==> src/rtl/axi_pkg.sv <==
// rtl/axi_pkg.sv - AXI write-master types, constants and helpers
package axi_pkg;

  typedef enum logic [1:0] {
    BURST_FIXED = 2'b00,
    BURST_INCR  = 2'b01,
    BURST_WRAP  = 2'b10
  } burst_e;

  typedef enum logic [1:0] {
    RESP_OKAY   = 2'b00,
    RESP_EXOKAY = 2'b01,
    RESP_SLVERR = 2'b10,
    RESP_DECERR = 2'b11
  } resp_e;

  typedef enum logic [1:0] {
    ST_IDLE = 2'b00,
    ST_ADDR = 2'b01,
    ST_DATA = 2'b10
  } wr_state_e;

  localparam logic [3:0] CACHE_BUF_MOD = 4'b0011;

  // AxSIZE encoding: log2 of the bytes per beat
  function automatic logic [2:0] size_f(input int data_w);
    logic [2:0] s;
    s = 3'd0;
    for (int i = 0; i < 8; i++) begin
      if ((8 << i) == data_w) s = 3'(i);
    end
    return s;
  endfunction

endpackage

==> src/rtl/axi_wr_skid.sv <==
// rtl/axi_wr_skid.sv - 2-entry valid/ready skid buffer, one cycle in->out latency
module axi_wr_skid #(
  parameter int W = 8
) (
  input  logic         clk,
  input  logic         rst,
  input  logic         in_valid,
  output logic         in_ready,
  input  logic [W-1:0] in_data,
  output logic         out_valid,
  input  logic         out_ready,
  output logic [W-1:0] out_data
);

  logic         skid_valid;
  logic [W-1:0] skid_data;
  logic         out_free;

  // in_ready depends only on a register, so no combinational path from out_ready
  assign in_ready = !skid_valid;
  assign out_free = out_ready || !out_valid;

  // Output slot refills from the skid entry first so beat order is preserved
  always_ff @(posedge clk or posedge rst) begin
    if (rst) begin
      out_valid  <= 1'b0;
      out_data   <= '0;
      skid_valid <= 1'b0;
      skid_data  <= '0;
    end else if (out_free) begin
      if (skid_valid) begin
        out_valid  <= 1'b1;
        out_data   <= skid_data;
        skid_valid <= 1'b0;
      end else begin
        out_valid <= in_valid;
        if (in_valid) out_data <= in_data;
      end
    end else if (in_valid && !skid_valid) begin
      skid_valid <= 1'b1;
      skid_data  <= in_data;
    end
  end

endmodule

==> src/rtl/axi_wr_burst_master.sv <==
// rtl/axi_wr_burst_master.sv - DMA AXI write burst master (optional AXI_WR_STATS_EN counters)
module axi_wr_burst_master
  import axi_pkg::*;
#(
  parameter int ADDR_W    = 32,
  parameter int DATA_W    = 256,
  parameter int ID_W      = 8,
  parameter int LEN_W     = 8,
  parameter int MAX_OUTST = 4
) (
  input  logic                clk,
  input  logic                rst,
  input  logic                cmd_valid,
  output logic                cmd_ready,
  input  logic [ADDR_W-1:0]   cmd_addr,
  input  logic [LEN_W-1:0]    cmd_len,
  input  logic [ID_W-1:0]     cmd_id,
  input  logic                in_valid,
  output logic                in_ready,
  input  logic [DATA_W-1:0]   in_data,
  input  logic [DATA_W/8-1:0] in_strb,
  output logic                aw_valid,
  input  logic                aw_ready,
  output logic [ADDR_W-1:0]   aw_addr,
  output logic [LEN_W-1:0]    aw_len,
  output logic [ID_W-1:0]     aw_id,
  output logic [1:0]          aw_burst,
  output logic [2:0]          aw_size,
  output logic                aw_lock,
  output logic [2:0]          aw_prot,
  output logic [3:0]          aw_cache,
  output logic [3:0]          aw_qos,
  output logic                w_valid,
  input  logic                w_ready,
  output logic                w_first,
  output logic                w_last,
  output logic [DATA_W-1:0]   w_data,
  output logic [DATA_W/8-1:0] w_strb,
  output logic [ID_W-1:0]     w_id,
  input  logic                b_valid,
  output logic                b_ready,
  input  logic [1:0]          b_resp,
  input  logic [ID_W-1:0]     b_id,
  output logic                done_valid,
  output logic [ID_W-1:0]     done_id,
  output logic                done_err,
  output logic                busy
`ifdef AXI_WR_STATS_EN
  ,
  output logic [31:0]         stat_bursts,
  output logic [31:0]         stat_beats,
  output logic [15:0]         stat_errs
`endif
);

  localparam int STRB_W = DATA_W / 8;
  localparam int OW     = $clog2(MAX_OUTST + 1);
  localparam int SK_W   = DATA_W + STRB_W + 2;
  localparam logic [OW-1:0] MAX_Q = OW'(MAX_OUTST);

  wr_state_e         state, state_nx;
  logic [ADDR_W-1:0] addr_q;
  logic [LEN_W-1:0]  len_q;
  logic [ID_W-1:0]   id_q;
  logic [OW-1:0]     outst;
  logic [LEN_W:0]    beat_cnt;
  logic              run;
  logic              data_ok;
  logic              beats_left;
  logic              cmd_hs, aw_hs, w_hs, b_hs, in_hs;
  logic              sk_in_valid, sk_in_ready, sk_out_valid;
  logic [SK_W-1:0]   sk_in_data, sk_out_data;

  assign cmd_hs     = cmd_valid && cmd_ready;
  assign aw_hs      = aw_valid && aw_ready;
  assign w_hs       = w_valid && w_ready;
  assign b_hs       = b_valid && b_ready;
  assign in_hs      = in_valid && in_ready;
  assign beats_left = (beat_cnt <= {1'b0, len_q});

  // State register
  always_ff @(posedge clk or posedge rst) begin
    if (rst) state <= ST_IDLE;
    else     state <= state_nx;
  end

  // Next state: one burst at a time, W only after its own AW handshake
  always_comb begin
    state_nx = state;
    case (state)
      ST_IDLE: if (cmd_hs) state_nx = ST_ADDR;
      ST_ADDR: if (aw_hs) state_nx = ST_DATA;
      ST_DATA: if (w_hs && w_last) state_nx = ST_IDLE;
      default: state_nx = ST_IDLE;
    endcase
  end

  // FSM outputs; run keeps cmd_ready low while reset is being released
  always_comb begin
    cmd_ready = 1'b0;
    aw_valid  = 1'b0;
    data_ok   = 1'b0;
    case (state)
      ST_IDLE: cmd_ready = run && (outst < MAX_Q);
      ST_ADDR: aw_valid  = 1'b1;
      ST_DATA: data_ok   = beats_left;
      default: ;
    endcase
  end

  // Command latch, beat counter, outstanding count and done pulse
  always_ff @(posedge clk or posedge rst) begin
    if (rst) begin
      run        <= 1'b0;
      addr_q     <= '0;
      len_q      <= '0;
      id_q       <= '0;
      beat_cnt   <= '0;
      outst      <= '0;
      done_valid <= 1'b0;
      done_id    <= '0;
      done_err   <= 1'b0;
    end else begin
      run <= 1'b1;
      if (cmd_hs) begin
        addr_q <= cmd_addr;
        len_q  <= cmd_len;
        id_q   <= cmd_id;
      end
      if (aw_hs)      beat_cnt <= '0;
      else if (in_hs) beat_cnt <= beat_cnt + 1'b1;
      if (aw_hs && !b_hs)      outst <= outst + 1'b1;
      else if (b_hs && !aw_hs) outst <= outst - 1'b1;
      done_valid <= b_hs;
      if (b_hs) begin
        done_id  <= b_id;
        done_err <= (b_resp != RESP_OKAY);
      end
    end
  end

  assign in_ready    = data_ok && sk_in_ready;
  assign sk_in_valid = in_valid && data_ok;
  assign sk_in_data  = {(beat_cnt == '0), (beat_cnt == {1'b0, len_q}), in_strb, in_data};

  axi_wr_skid #(.W(SK_W)) u_skid (
    .clk       (clk),
    .rst       (rst),
    .in_valid  (sk_in_valid),
    .in_ready  (sk_in_ready),
    .in_data   (sk_in_data),
    .out_valid (sk_out_valid),
    .out_ready (w_ready),
    .out_data  (sk_out_data)
  );

  assign w_valid = sk_out_valid;
  assign {w_first, w_last, w_strb, w_data} = sk_out_data;
  assign w_id    = id_q;

  assign aw_addr  = addr_q;
  assign aw_len   = len_q;
  assign aw_id    = id_q;
  assign aw_burst = BURST_INCR;
  assign aw_size  = size_f(DATA_W);
  assign aw_lock  = 1'b0;
  assign aw_prot  = 3'b000;
  assign aw_cache = CACHE_BUF_MOD;
  assign aw_qos   = 4'b0000;

  assign b_ready = (outst != '0);
  assign busy    = (state != ST_IDLE) || (outst != '0);

`ifdef AXI_WR_STATS_EN
  // Saturating traffic counters
  always_ff @(posedge clk or posedge rst) begin
    if (rst) begin
      stat_bursts <= '0;
      stat_beats  <= '0;
      stat_errs   <= '0;
    end else begin
      if (aw_hs && (stat_bursts != '1))             stat_bursts <= stat_bursts + 32'd1;
      if (w_hs && (stat_beats != '1))               stat_beats  <= stat_beats + 32'd1;
      if (done_valid && done_err && (stat_errs != '1)) stat_errs <= stat_errs + 16'd1;
    end
  end
`endif

endmodule
==> config.mk <==
export PLATFORM = sky130hd
export DESIGN_NAME = axi_wr_burst_master
export DESIGN_NICKNAME = d
export VERILOG_FILES = /design/src/rtl/axi_pkg.sv /design/src/rtl/axi_wr_skid.sv /design/src/rtl/axi_wr_burst_master.sv
export SDC_FILE = /design/constraint.sdc
export NUM_CORES = 1
export LEC_CHECK = 0
export ABC_AREA = 1
export CAP_MARGIN = 40
export CELL_PAD_IN_SITES_DETAIL_PLACEMENT = 1
export CELL_PAD_IN_SITES_GLOBAL_PLACEMENT = 1
export CORE_MARGIN = 2
export CORE_UTILIZATION = 37
export DETAILED_ROUTE_END_ITERATION = 16
export PLACE_DENSITY_LB_ADDON = 0.1
export SLEW_MARGIN = 30
export SYNTH_ARGS = -nofsm -noshare
export SYNTH_HDL_FRONTEND = slang
export SYNTH_SLANG_ARGS = --single-unit
==> constraint.sdc <==
create_clock -name clk -period 32.1 [get_ports clk]
set_input_delay 6.42 -clock clk [delete_from_list [all_inputs] [get_ports clk]]
set_output_delay 6.42 -clock clk [all_outputs]
set_load 0.02 [all_outputs]
[After elaboration in Yosys (flattened, before gate mapping)]
Index checks and enable logic that the tools add are counted.
Cells by class
  $add $sub $neg: 3
  $lt $le $gt $ge: 2
  equal/unequal tests: 6
  mux-type cells: 16
  bitwise gates (word level): 1
  reduce and logical (&&, ||, !) cells: 30
Operators with widths (number)
  $mux 290: 2
  $mux 9: 2
  $logic_and 1x1->1: 12
  $reduce_bool 2->1: 6
  $add 9x1->9 const B: 1
  $eq 9x8->1: 1
  $le 9x8->1: 1
  $logic_not 9->1: 1
  $mux 1: 6
  $mux 2: 3
  $mux 3: 2
  $ne 2x2->1 const B: 3
  $pmux 2 s3: 1
  $logic_not 1->1: 4
  $reduce_and 2->1: 2
  $add 3x1->3 const B: 1
  $lt 3x3->1 const B: 1
  $reduce_and 3->1: 1
  $reduce_bool 3->1: 1
  $sub 3x1->3 const B: 1
  $eq 2x1->1 const B: 1
  $eq 2x2->1 const B: 1
  $logic_not 2->1: 1
  $logic_or 1x1->1: 2
  $not 1->1: 1
Storage, ports and cells
  register bits after elaboration: 655
  bits of input ports: 353
  output and inout bits: 379
  word-level logic and storage cells: 72

[Logic depth before layout (Yosys ltp)]
Gate-level depths: netlist of run 1.
  depth in word-level cells: 7
  depth in mapped cells: 17
  mapped depth without buffers: 14

[Hierarchy]
Synthesis of run 1 repeated with hierarchy kept, for this count alone.
Second synthesis, totals
  cells, all modules: 3762
  area, all modules: 29333.1 um2
Modules (own cells, without submodules)
  axi_wr_skid: times used 1, cells each 3431, area an instance 25757.2 um2, seq. area each 14564.0 um2
  axi_wr_burst_master: times used 1, cells each 331, area an instance 3575.9 um2, seq. area each 1826.8 um2

[Worst setup path after synthesis of run 1]
Ideal clock, no wire load.
  path kind: reg2out
  from: register len_q[6] (netlist: aw_len[6])
  to: output in_ready
  arrival time: 1592 ps
  data required time: 25680 ps
  setup slack: 24088 ps
  stages on the path, launching flop included: 9
  buffers on the path: 0
  cells stage by stage: dfrtp_1 -> inv_1 -> ha_1 -> nand2_1 -> nor2_1 -> nand3_1 -> nand2_1 -> nand2_1 -> nor2_1
On the way
  longest elaborated chain between the ends: 3
RTL lines
  start, declared: line axi_wr_burst_master.sv:63  | logic [LEN_W-1:0] len_q;
  start signal, assigned: line axi_wr_burst_master.sv:127  | len_q <= cmd_len;
  $le 9x8->1: line axi_wr_burst_master.sv:79  | assign beats_left = (beat_cnt <= {1'b0, len_q});
  $mux 1: line axi_wr_burst_master.sv:103  | case (state)
  $logic_and 1x1->1: line axi_wr_burst_master.sv:142  | assign in_ready = data_ok && sk_in_ready;
  end, declared: line axi_wr_burst_master.sv:19  | output logic in_ready,
Every way passes these cells.

[Worst setup path in the final report of run 1]
  from: input in_valid
  to: register u_skid.skid_data[52]
On the way
  longest elaborated chain between the ends: 3
RTL lines
  start, declared: line axi_wr_burst_master.sv:18  | input logic in_valid,
  $logic_and 1x1->1: line axi_wr_burst_master.sv:143  | assign sk_in_valid = in_valid && data_ok;
  $logic_and 1x1->1: line axi_wr_skid.sv:39  | end else if (in_valid && !skid_valid) begin
  $reduce_and 2->1 (no source line)
  end signal, assigned: line axi_wr_skid.sv:41  | skid_data <= in_data;
  end, declared: line axi_wr_skid.sv:16  | logic [W-1:0] skid_data;
Every way passes these cells.
A chain may end at the register's enable or synchronous reset.

==> metrics, run 1 <==
fin crit share=between 20 and 30%; Layout Utilization=49.9%; leakage=between 0.02 and 0.025 uW; placed inst area=between 30,000 and 40,000 um2; slowest stage delay, CP=roughly 0.73 ns; hpwl dp=just over 70,000 um; sequence of cells on the critical path=clkdlybuf4s50_1, nand3_2, nor2_4, buf_4, buf_4, buf_16, buf_12, nand3_1, nand2_1; Final setup viols=0; multi-input logic area=around 12,000 um2; Clock Skew=about 0.02 ns; routed wire length=between 100,000 and 150,000 um; total congestion overflow=0; initial antenna violation count=50; Worst Hold Depth=2; Post-Synthesis Cells=between 3,000 and 4,000; area growth from synthesis to final layout=33.7%; reg2reg setup slack=roughly 27 ns; CTS tree=built; Yosys top cell by area=dfrtp_1; CTS HTree Levels=3; Metal-1 WL=~47,000 um; highest metal layer with signal wires=met5; sequential area share after synthesis=about 52%; Post-synth top cells=1,215 x nand2_1, 655 x dfrtp_1, 597 x nand3_1; row count=between 100 and 150; Netlist cell types=27; Ys Warns=0; met2 wire len=approximately 54,000 um; Worst Max-Slew Pin Slew=between 1 and 1.5 ns; Clock Tree Buf Depth=3; Boundary Pins=roughly 730; cts hold-fix bufs=0; fin area=41,800 um2; routed wl met3=7010 um; Reg2Reg Launch Point=beat_cnt[4]; Buf/Inv on CP=5; R2R cell count=13; hold endpoint=u_skid.out_data[72]; Placer Congestion=between 0.8 and 0.9; pwr dens=just under 100 nW/um2; Synth Register Bits=655; Max VDD drop=around 0.044 mV; fraction of layout cells with a size suffix above 1=under 10%; EDFF count, synth=0; Worst path top cell family by delay=buffers and inverters; Crit path required time=between 30 and 40 ns; fillers=9,848; FF/Latch Area=between 15,000 and 20,000 um2; vias per cell=~5; Fmax=approximately 100 MHz; Clock Sink Count=roughly 660; GRT Overall Usage=about a quarter; Hold Crit Start=u_skid.out_data[72]; Iter 0 DRT Violations=approximately 1,500; largest cells by area after synthesis=dfrtp_1 52%, nand2_1 15%, nand3_1 9.6%, o21bai_1 7.0%, o21ai_0 4.8%; # Post-CTS Setup Buffers=0; Cell Count, Final, Fillers Out=5,556; CTS buffer count=78; Worst-Skew Late Latency=0.62 ns; final hold violations=0; Worst path most repeated cell=buf_4; drt drc=0; RR Endpoint=u_skid.skid_data[52]; vias in the first global route=about 29,000; Slowest-stage cell, CP=buf_4; chip height=295 um; placed cells=roughly 5,400; Crit. End Element=register; max-cap violations=0; Starting Density=between 30 and 40%; DR pass1 iterations=6; Die Footprint=86,800 um2; Slew Limit Fails=0; Synth async-reset ratio=100%; first-pass GRT wire length=173,000 um; Detail Route Antenna Nets=0; Core Footprint=about 84,000 um2; total negative setup slack=0 ns; Via Count=around 28,000; clk slew on worst S/H paths=approximately 0.05 ns; share of the synthesized area in the top cell type=52.4%; count leader, synth=nand2_1; Crit Path Category=primary input to register; root buf cell=clkbuf_16; routed wire length per instance=roughly 20 um; crit path launch type=primary input; outcome=completed; crit path time final=roughly 9.6 ns; hold crit path type=register to register; Layout Nets=approximately 4,700; port bufs=a little over 700; Worst slew margin=between 30 and 40%; synthesized area per cell=roughly 8.2 um2; # resized after CTS=0; Most used DFF post-synth=dfrtp_1; RSZ-0062 raised after global routing=false; Worst Path Max Fanout=142; post-synth design cell area=31,300 um2; Arr. time, crit path=approximately 10 ns; largest net degree at the start of global routing=249; Die W=approximately 300 um
[worst min-delay path, cell delays in order (launching register included)]
cell and delay (ns):
dfrtp_1 0.33, nand2_1 0.05, nand2_1 0.05
[cell usage in the layout, fill, tap and decap left out, types with 2 or more instances in the layout]
cell type	Yosys	routed
diode_2	0	24
nand2_1	1215	1212
o21ai_0	297	297
a21oi_1	13	13
mux2_2	42	42
inv_8	0	3
xnor2_1	2	2
inv_1	318	317
bufinv_16	0	2
o21bai_1	290	290
nand2_4	0	2
clkbuf_1	159	17
dfrtp_1	655	655
clkinv_2	0	8
ha_1	11	11
nor4_1	2	2
nor2_4	0	2
buf_4	29	27
nand3_1	597	597
buf_6	11	2
clkbuf_16	0	81
xor2_1	5	5
nand4_1	5	5
buf_16	0	14
conb_1	2	18
clkbuf_8	0	21
clkdlybuf4s50_1	0	714
buf_12	0	12
nor2_1	20	19
[where the power goes]
group	leakage [uW]	switching (uW)	internal (uW)	total [uW]
registers	0.00745	192	1210	1400
clock network	0.00123	354	522	876
logic	0.0114	1030	718	1750
[state kept, by name, summed over array words and instances, names as in the netlist]
name / count
u_skid.skid_data: 290
aw_id: 8
beat_cnt: 9
aw_len: 8
u_skid.skid_valid: 1
outst: 3
u_skid.out_valid: 1
aw_addr: 32
done_err: 1
done_id: 8
run: 1
state: 2
done_valid: 1
u_skid.out_data: 290
[per-layer routing]
metal  vias up  GRT usage [%]
met3       191           6.77
met5         -              0
met1     13800           32.6
met4        50           9.35
met2       565           41.5
li1      13300              -
[how the worst max path moves through the flow]
stage                   from              endpoint  depth (start not counted)
finish              in_valid  u_skid.skid_data[52]                          9
global route        in_valid  u_skid.skid_data[52]                          9
CTS                 in_valid  u_skid.skid_data[52]                          8
detailed placement  in_valid  u_skid.skid_data[90]                          8
global placement     w_ready  u_skid.out_data[126]                          8
floorplan                rst            aw_addr[0]                          1
[cell families after synthesis]
kind of cell	after synthesis	share of synthesized area, %
AND/OR/NAND/NOR	1843	24.6
flip-flops	655	52.4
buffers and inverters	645	8.76
AO/OA/AOI/OAI	600	11.9
multiplexers	42	1.51
adder cells (fa/ha/maj)	12	0.504
XOR/XNOR	7	0.196
other	2	0.0240
[metrics by stage]
step                      total power [uW]  worst slack (ns)  hold slack (ns)
after floorplan                       2360              7.33            0.503
after global placement                3110             21.71            0.452
after detailed placement              3170             21.73            0.457
after CTS                             4070             22.37            0.472
after global routing                  4290             22.32            0.488
final                                 4030             22.51            0.467
[cell type report]
cell class / count / area share (%)
antenna: 24 / 0.144
clock buffer: 119 / 5.69
clock inverter: 11 / 0.257
inverter: 322 / 2.95
multi-input combinational: 2522 / 29.2
sequential: 655 / 39.2
tap: 1134 / 3.39
timing repair buffer: 769 / 19.1
Power figures use the tool's default switching activity.
==> inputs of run 2 (changes only) <==
==> constraint.sdc (replaced) <==
create_clock -name clk -period 10.1 [get_ports clk]
set_input_delay 2.02 -clock clk [delete_from_list [all_inputs] [get_ports clk]]
set_output_delay 2.02 -clock clk [all_outputs]
set_load 0.02 [all_outputs]
==> run 2 against run 1 <==
Net effect:
- clock power rose to 3.2 times the previous value
- wire length up 0.63%
- total power rose to 3.2 times the previous value
- critical path depth down 1
- sequential share of layout area up 0.12 points
- final cell count down 0.18%
- utilization down 0.15 points
- non-clock buffer count down 8
- clock skew down 0.0020 ns
- critical path type is now register to output port
- critical endpoint is now in_ready
==> metrics, run 2 (synthesized netlist as in run 1, its figures left out) <==
most frequent cells in the layout=1,212 x nand2_1, 714 x clkdlybuf4s50_1, 655 x dfrtp_1; Fmax=between 200 and 250 MHz; Crit path required time=8.08 ns (-24.56 ns); Final Hold Slack=0.464 ns (-0.00297 ns); vias in the first global route=28,700 (+0.028%); Slew Limit Fails=0 (unchanged); Layout Utilization=49.8% (-0.15 points); # resized after CTS=0 (unchanged); worst setup path start=beat_cnt[6]; multi-input logic area=12,200 um2 (unchanged); drt drc=0 (unchanged); final hold violations=0 (unchanged); met2 Usage GRT=42.4% (+0.82 points); Max VDD drop=0.151 mV (+250%); Core Footprint=83,700 um2 (unchanged); CTS buffer count=78 (unchanged); # Post-CTS Setup Buffers=0 (unchanged); Die Footprint=86,800 um2 (unchanged); area growth from synthesis to final layout=33.3%; outcome=completed; Boundary Pins=732 (unchanged); initial antenna violation count=34 (-32%); vias per cell=5.03 (+0.38%); fin area=41,700 um2 (-0.30%); slowest stage delay, CP=0.72 ns (about the same); hold crit path type=register to register; Placer Congestion=0.843 (+2.2%); Clock Tree Buf Depth=3 (unchanged); cts hold-fix bufs=0 (unchanged); sequence of cells on the critical path=ha_1, nand2_1, nor2_1, nand3_1, nand2_1, nand2_1, nor2_1, clkdlybuf4s50_1; first-pass GRT wire length=174,000 um (+0.37%); Layout Nets=4,705 (-0.17%); total congestion overflow=0 (unchanged); Die W=295 um (unchanged); Worst-Skew Late Latency=0.61 ns (about the same); Clock Sink Count=655 (unchanged); chip height=295 um (unchanged); Worst slew margin=30.8% (-1.6 points); RSZ-0062 raised after global routing=false; port bufs=714 (unchanged); Worst path most repeated cell=nand2_1; clk slew on worst S/H paths=0.06 ns (about the same); DR pass1 iterations=5 (-1); Starting Density=37.3% (unchanged); CTS tree=built; fillers=9,787 (-0.62%); commonest non-fill, non-tap cell in the layout=nand2_1; row count=106 (unchanged); Final setup viols=0 (unchanged); FF/Latch Area=16,400 um2 (unchanged); Detail Route Antenna Nets=0 (unchanged); CTS HTree Levels=3 (unchanged); Crit Path Category=register to output port; routed wire length=113,000 um (+0.63%); Crit. End Element=output port; hpwl dp=71,400 um (-1.6%); GRT Overall Usage=25.6% (+0.031 points); fin crit share=approximately 49%; placed inst area=39,000 um2 (about the same); Hold Crit Start=u_skid.out_data[122]; routed wire length per instance=20.3 um (+0.81%); Iter 0 DRT Violations=1,483 (-0.60%); Worst Path Max Fanout=6 (-96%); grt met1 use=33.1% (+0.50 points); Reg2Reg Launch Point=beat_cnt[6]; met3 global-route usage=6.15% (-0.62 points); leakage=0.0200 uW (-0.36%); Worst path top cell family by delay=simple AND/OR/NAND/NOR gates; largest net degree at the start of global routing=208 (-16%); crit path launch type=register; Clock Skew=0.0177 ns (-0.00197 ns); Slowest-stage cell, CP=clkdlybuf4s50_1; root buf cell=clkbuf_16; pwr dens=307 nW/um2 (+220%); max-cap violations=0 (unchanged); Arr. time, crit path=2.90 ns (-7.23 ns); Via Count=27,900 (+0.20%); fraction of layout cells with a size suffix above 1=4.80% (-0.20 points); gr busiest metal=met2; crit path time final=4.92 ns; Buf/Inv on CP=1 (-4); Worst Max-Slew Pin Slew=1.04 ns (+0.0245 ns)
-- run 2: cell count changes in the layout (fill, tap and decap cells not counted) --
cell / change
clkinvlp_4: +1
clkbuf_1: +4
buf_6: +1
clkbuf_8: -1
buf_16: -3
diode_2: -5
inv_8: -1
inv_6: +1
clkinv_4: +1
buf_4: -9
buf_12: +3
clkbuf_16: -2
-- run 2: worst paths after layout --
path                                   endpoint  slack (ns)  depth (start not counted)
setup / recovery                       in_ready        5.18                          8
min in group asynchronous  u_skid.out_data[184]        1.90                          3
hold reg to reg            u_skid.out_data[122]        0.46                          2
setup reg to reg           u_skid.skid_data[52]        6.75                         11
hold / removal             u_skid.out_data[122]        0.46                          2
max in group asynchronous   u_skid.out_data[38]        6.77                          4
-- run 2: routing by layer --
metal	share of wire, %	vias to the layer above
li1	-	13200
met1	43	13900
met2	48	559
met3	5.8	179
met4	2.6	34
met5	0.20	-
-- run 2: per-stage QoR --
stage,worst slack (ns),power (uW),TNS [ns],instances
floorplan,-0.873,7500,-571.51,3822
global placement,4.62,9890,0,5377
detailed placement,4.98,10100,0,5388
CTS,5.14,12900,0,5521
global route,4.92,13600,0,5540
finish,5.18,12800,0,5546
-- run 2: cell type report --
type,count,area share [%]
multi-input cells,2522,29.3
clock inverters,13,0.300
inverters,322,2.95
repair buffers,761,19.0
clock buffers,120,5.59
well taps,1134,3.40
diodes,19,0.114
flip-flops and latches,655,39.3
-- run 2: power breakdown --
group / leakage [uW] / internal [uW] / switching, uW
combinational: 0.0114 / 2290 / 3310
sequential: 0.00745 / 3840 / 592
clock: 0.00121 / 1630 / 1140
total: 0.0200 / 7760 / 5040
-- run 2: worst min-delay path, delay by kind of cell (launching register included) --
| kind | cells | cell delay [ns] |
|---|---|---|
| and+or+nand+nor | 2 | 0.09 |
| DFF | 1 | 0.34 |
